### src/rtl/mem_wb_stage.sv
// MEM/WB pipeline register with the writeback result mux and a retired-instruction counter.
// All W-stage outputs come from registers, giving exactly one cycle of latency from the M inputs.
module mem_wb_stage #(
   parameter int unsigned XLEN  = 32,
   parameter int unsigned CNT_W = 32
) (
   input  logic             clk,
   input  logic             rst,
   input  logic             StallW,
   input  logic             FlushW,
   input  logic             ValidM,
   input  logic             RegWriteM,
   input  logic [1:0]       ResultSrcM,
   input  logic [XLEN-1:0]  ALUResultM,
   input  logic [XLEN-1:0]  ReadDataM,
   input  logic [4:0]       RdM,
   input  logic [XLEN-1:0]  PCPlus4M,
   output logic             ValidW,
   output logic             RegWriteW,
   output logic [4:0]       RdW,
   output logic [XLEN-1:0]  ResultW,
   output logic [CNT_W-1:0] RetiredCount
);

   logic             valid_q;
   logic             reg_write_q;
   logic [4:0]       rd_q;
   logic [1:0]       result_src_q;
   logic [XLEN-1:0]  alu_result_q;
   logic [XLEN-1:0]  read_data_q;
   logic [XLEN-1:0]  pc_plus4_q;
   logic [CNT_W-1:0] retired_q;

   logic             advance;
   logic             reg_write_qual;

   // Flush overrides stall, so the W slot is replaced whenever either lets it move.
   assign advance        = ~StallW | FlushW;
   assign reg_write_qual = RegWriteM & ValidM & (RdM != 5'd0);

   always_ff @(posedge clk or posedge rst) begin
      if (rst) begin
         valid_q     <= 1'b0;
         reg_write_q <= 1'b0;
         rd_q        <= 5'd0;
      end else if (FlushW) begin
         valid_q     <= 1'b0;
         reg_write_q <= 1'b0;
         rd_q        <= 5'd0;
      end else if (!StallW) begin
         valid_q     <= ValidM;
         reg_write_q <= reg_write_qual;
         rd_q        <= RdM;
      end
   end

   // Data registers load on flush too; their contents behind a bubble are never consumed.
   always_ff @(posedge clk or posedge rst) begin
      if (rst) begin
         result_src_q <= 2'b00;
         alu_result_q <= '0;
         read_data_q  <= '0;
         pc_plus4_q   <= '0;
      end else if (advance) begin
         result_src_q <= ResultSrcM;
         alu_result_q <= ALUResultM;
         read_data_q  <= ReadDataM;
         pc_plus4_q   <= PCPlus4M;
      end
   end

   // An instruction retires on the edge it leaves W, so a long stall still counts it once.
   always_ff @(posedge clk or posedge rst) begin
      if (rst) begin
         retired_q <= '0;
      end else if (valid_q && advance) begin
         retired_q <= retired_q + CNT_W'(1);
      end
   end

   always_comb begin
      ResultW = '0;
      unique case (result_src_q)
         2'b00: ResultW = alu_result_q;
         2'b01: ResultW = read_data_q;
         2'b10: ResultW = pc_plus4_q;
         2'b11: ResultW = '0;
      endcase
   end

   assign ValidW       = valid_q;
   assign RegWriteW    = reg_write_q;
   assign RdW          = rd_q;
   assign RetiredCount = retired_q;

endmodule

### config.mk
export PLATFORM = sky130hd
export DESIGN_NAME = mem_wb_stage
export DESIGN_NICKNAME = d
export VERILOG_FILES = /design/src/rtl/mem_wb_stage.sv
export SDC_FILE = /design/constraint.sdc
export NUM_CORES = 1
export LEC_CHECK = 0
export ABC_AREA = 1
export CAP_MARGIN = 0
export CORE_MARGIN = 2
export CORE_UTILIZATION = 45
export CTS_CLUSTER_DIAMETER = 80
export DETAILED_ROUTE_END_ITERATION = 10
export PLACE_DENSITY = 0.74
export SLEW_MARGIN = 5
export SYNTH_ARGS = -nofsm -noshare
export SYNTH_HDL_FRONTEND = slang
export SYNTH_SLANG_ARGS = --single-unit
### constraint.sdc
create_clock -name clk -period 11.7 [get_ports clk]
set_input_delay 2.925 -clock clk [delete_from_list [all_inputs] [get_ports clk]]
set_output_delay 2.925 -clock clk [all_outputs]
set_load 0.01 [all_outputs]
### After elaboration in Yosys (flattened, before gate mapping)

Index checks and enable logic that the tools add are counted.

| cells by class | value |
|---|---|
| add/subtract/negate cells | 1 |
| equality and inequality tests | 4 |
| mux-type cells | 7 |
| bitwise gates (word level) | 4 |
| reductions and logical operators | 3 |

Operators with widths:

| cell | number |
|---|---|
| 32-bit one-hot mux with 4 select lines | 1 |
| 32-bit by 1-bit adder with 32-bit output (second input constant) | 1 |
| 5-bit two-way mux | 2 |
| 5-bit nonzero test | 1 |
| 2-bit == test (second input constant) | 2 |
| 1-bit two-way mux | 4 |
| 1-bit bitwise AND | 2 |
| 2-bit by 1-bit == test with 1-bit output (second input constant) | 1 |
| 2-bit logical NOT | 1 |
| 2-bit by 1-bit != test with 1-bit output (second input constant) | 1 |
| 1-bit logical AND | 1 |
| 1-bit NOT | 1 |
| 1-bit bitwise OR | 1 |

| word-level totals | value |
|---|---|
| register bits | 137 |
| input port bits | 109 |
| output and inout bits | 71 |
| logic and storage cells | 27 |

### Logic depth before layout (Yosys ltp)

| logic depth | value |
|---|---|
| depth after elaboration | 4 |
| gate-level depth with buffers | 10 |
| gate-level depth less buffers | 10 |

### Least setup slack after synthesis

OpenSTA, ideal clock, no wires.

| timing path | value |
|---|---|
| kind | register to output |
| from | register result_src_q[1] |
| to | output port ResultW[2] |
| arrival | 1.078 ns |
| data required time | 8.775 ns |
| path slack | 7.697 ns |
| cell stages (with the launch flop) | 5 |
| buffers on the path | 1 |
| cells stage by stage | dfrtp_1 > nor2_1 > clkbuf_1 > nand2_1 > o211ai_1 |

| on the way | value |
|---|---|
| cells in the longest elaborated chain, start to end | 2 |
| elaborated cells between the ends (all ways) | 5 |

Ends and longest elaborated chain:

| what | RTL line | text |
|---|---|---|
| start: declaration | 28 | `logic [1:0] result_src_q;` |
| start signal: assignment | 65 | `result_src_q <= ResultSrcM;` |
| 2-bit == test (tied with other cells) | 83 | `unique case (result_src_q)` |
| 32-bit one-hot mux with 4 select lines * | 83 |  |
| end: declaration | 21 | `output logic [XLEN-1:0] ResultW,` |

Mark *: on every way between the ends. The rest lies on a longest branch, timed or not.

### Worst setup path after layout

| timing path | value |
|---|---|
| from | register result_src_q[0] |
| to | output port ResultW[22] |

Same word-level chain as after synthesis.

==> results by group <==
Layout
  – Layout area overhead: 38.6%
  – Multi-input gate area: 2680 um2
  – FF+latch area: 3430 um2
  – Fraction of layout instances using a drive strength above 1: 17.0%
  – N_diodes: 0
  – Filler cells: 1129
  – Most frequent cells in the layout: nand2_1 (180), clkdlybuf4s50_1 (179), dfrtp_1 (137), mux2_2 (54), inv_1 (45)
  – # nets final: 920
  – Most common cell after layout, fill and taps aside: nand2_1

Drt
  – Iter 0 DRT Violations: 290
  – Via count: 5005
  – DR WL/cell: 16.3 um
  – Routed WL: 16.3 mm
  – Number of routed nets with antenna violations: 0
  – Drt drc: 0
  – First drt pass iteration count: 5
  – Detail-routed via count per cell: 4.99

STA
  – Worst Max-Slew Pin Slew: 800 ps
  – Final Hold Viols: 0
  – Slew HR: 46.7%
  – Hold_ws: 503 ps
  – # setup viols final: 0
  – Period utilization: 48.7%
  – Post-layout minimum cycle time: 5700 ps
  – Clock Skews: 4.83 ps
  – Setup tns final: 0 ps
  – Slew Limit Fails: 0
  – F_max: 175 MHz
  – RSZ-0062 raised after global routing: no

Placed design
  – GP Congestion: 0.883
  – HPWL Detailed: 11.5 mm
  – Port bufs: 179

Clock network
  – # Post-CTS Setup Buffers: 0
  – CTS Buffer Depth: 2
  – CTS H-tree depth: 4
  – Worst-path clk slew: 50 ps
  – CTS tree: built
  – Root Buffer: clkbuf_16
  – CTS Buf Count: 17
  – Sink Count: 137
  – Clk_lat worst skew: 410 ps
  – Hold_buf cts: 0
  – CTS resizes: 0

Floorplanning
  – Initial core utilization: 46.1%
  – Die Width: 123 um
  – Die Ht: 123 um
  – Site Rows: 43
  – Io pins: 180
  – Die area: 15200 um2
  – Core area: 13900 um2

Worst hold path
  – Min-delay worst type: flip-flop to flip-flop

Pwr
  – Power Density: 141 nW/um2
  – LEAKAGE: 0.00396 uW
  – Worst vdd ir: 0.124 mV

Logic synthesis
  – Yosys warns: 0
  – Yosys top cell by area: dfrtp_1
  – Mapped Avg Cell Area: 10.2 um2
  – Synth unique cells: 28
  – Synth top area cells: dfrtp_1 (53%), nand2_1 (11%), mux2_2 (9.5%)
  – Gate Count Post-Synth: 630
  – Synth top area share: 53.4%
  – #FFs+latches synth: 137
  – Synth Cell Area: 6420 um2
  – Post-Syn Nets: 740
  – Register area share after synthesis: 53.4%

Setup path
  – Critical path required time: 8780 ps
  – WS Path Type: flip-flop to primary output
  – Crit. End Element: primary output
  – Max FO, Critical Path: 21
  – Crit path launch type: flip-flop
  – Critical path arrival: 2780 ps

GRT
  – Global-route wire length before repair: 25.9 mm
  – Grt ovf: 0
  – Initial antenna violation count: 0
  – Total track usage: 22.3%
  – Vias in the first global route: 5181
  – Largest net degree at the start of global routing: 77

Job
  – # Max-Cap Violations: 0

Status
  – Status: complete, no violations
-- sequential cells by signal (all words and copies together), names as in the netlist --
register      cells
read_data_q      32
result_src_q      2
RetiredCount     32
pc_plus4_q       32
alu_result_q     32
ValidW            1
RegWriteW         1
RdW               5
-- cell families after synthesis --
kind of cell / Yosys count / share of synthesized area, %
buffers and inverters: 71 / 4.87
AOI/OAI and AO/OA: 33 / 3.24
muxes: 83 / 16.3
and+or+nand+nor: 286 / 19.5
DFF: 137 / 53.4
xor gates and xnor gates: 19 / 2.59
adders and majority gates: 1 / 0.195
-- critical path, stage by stage, from the launching register on --
cell,delay (ps)
dfrtp_1,380
inv_1,110
nand2_1,310
inv_1,670
nand2_1,170
nand3_1,130
clkdlybuf4s50_1,580
-- cell type report --
cell class,count,share of cell area [%]
clock inverter,10,0.844
tap,180,2.53
timing repair buffer,183,20.5
sequential,137,38.5
clock buffer,22,5.33
inverter,49,2.12
multi-input combinational,422,30.2
-- synth_stat cells (all sizes together) --
cell and count:
xnor2 9, dfrtp 137, nand4 5, a21oi 1
buf 12, o21ai 21, xor2 10, clkinv 2
nand3b 4, nand2 187, nor2 44, clkbuf 10
ha 1, mux2 83, o211ai 8, inv 47
nor3 4, o221ai 3, nand3 42
-- power breakdown --
part | internal, uW | switching [uW]
clock | 305 | 193
sequential | 512 | 25.2
combinational | 121 | 93.8
total | 938 | 312
-- worst paths after layout --
kind,startpoint,end,slack [ps],cells past startpoint
setup / recovery,result_src_q[0],ResultW[22],6000,6
hold / removal,alu_result_q[18],alu_result_q[18],500,1
setup reg to reg,RetiredCount[1],RetiredCount[24],10220,10
hold reg to reg,alu_result_q[18],alu_result_q[18],500,1
max in group asynchronous,rst,RetiredCount[13],7420,3
min in group asynchronous,rst,RetiredCount[11],3020,2
-- stage by stage --
| stage | total power [uW] | cell area [um2] | cells | setup slack (ps) | util (%) |
|---|---|---|---|---|---|
| floorplan | 646 | 6420 | 630 | 5110 | - |
| global placement | 753 | 8350 | 971 | 6220 | 59.9 |
| detailed placement | 761 | 8350 | 971 | 6150 | 59.9 |
| CTS | 1260 | 8900 | 1003 | 5980 | 63.9 |
| global route | 1300 | 8900 | 1003 | 5870 | 63.9 |
| finish | 1250 | 8900 | 1003 | 6000 | 63.9 |
-- layer usage --
| metal | track usage, % | wire [um] | vias up |
|---|---|---|---|
| met5 | 0 | 0 | - |
| met4 | 7.32 | 300 | 0 |
| met3 | 7.20 | 1210 | 21 |
| met2 | 36.7 | 8000 | 160 |
| met1 | 27.9 | 6820 | 2414 |
| li1 | - | - | 2410 |
No activity file was read; power rests on OpenSTA's default activity.
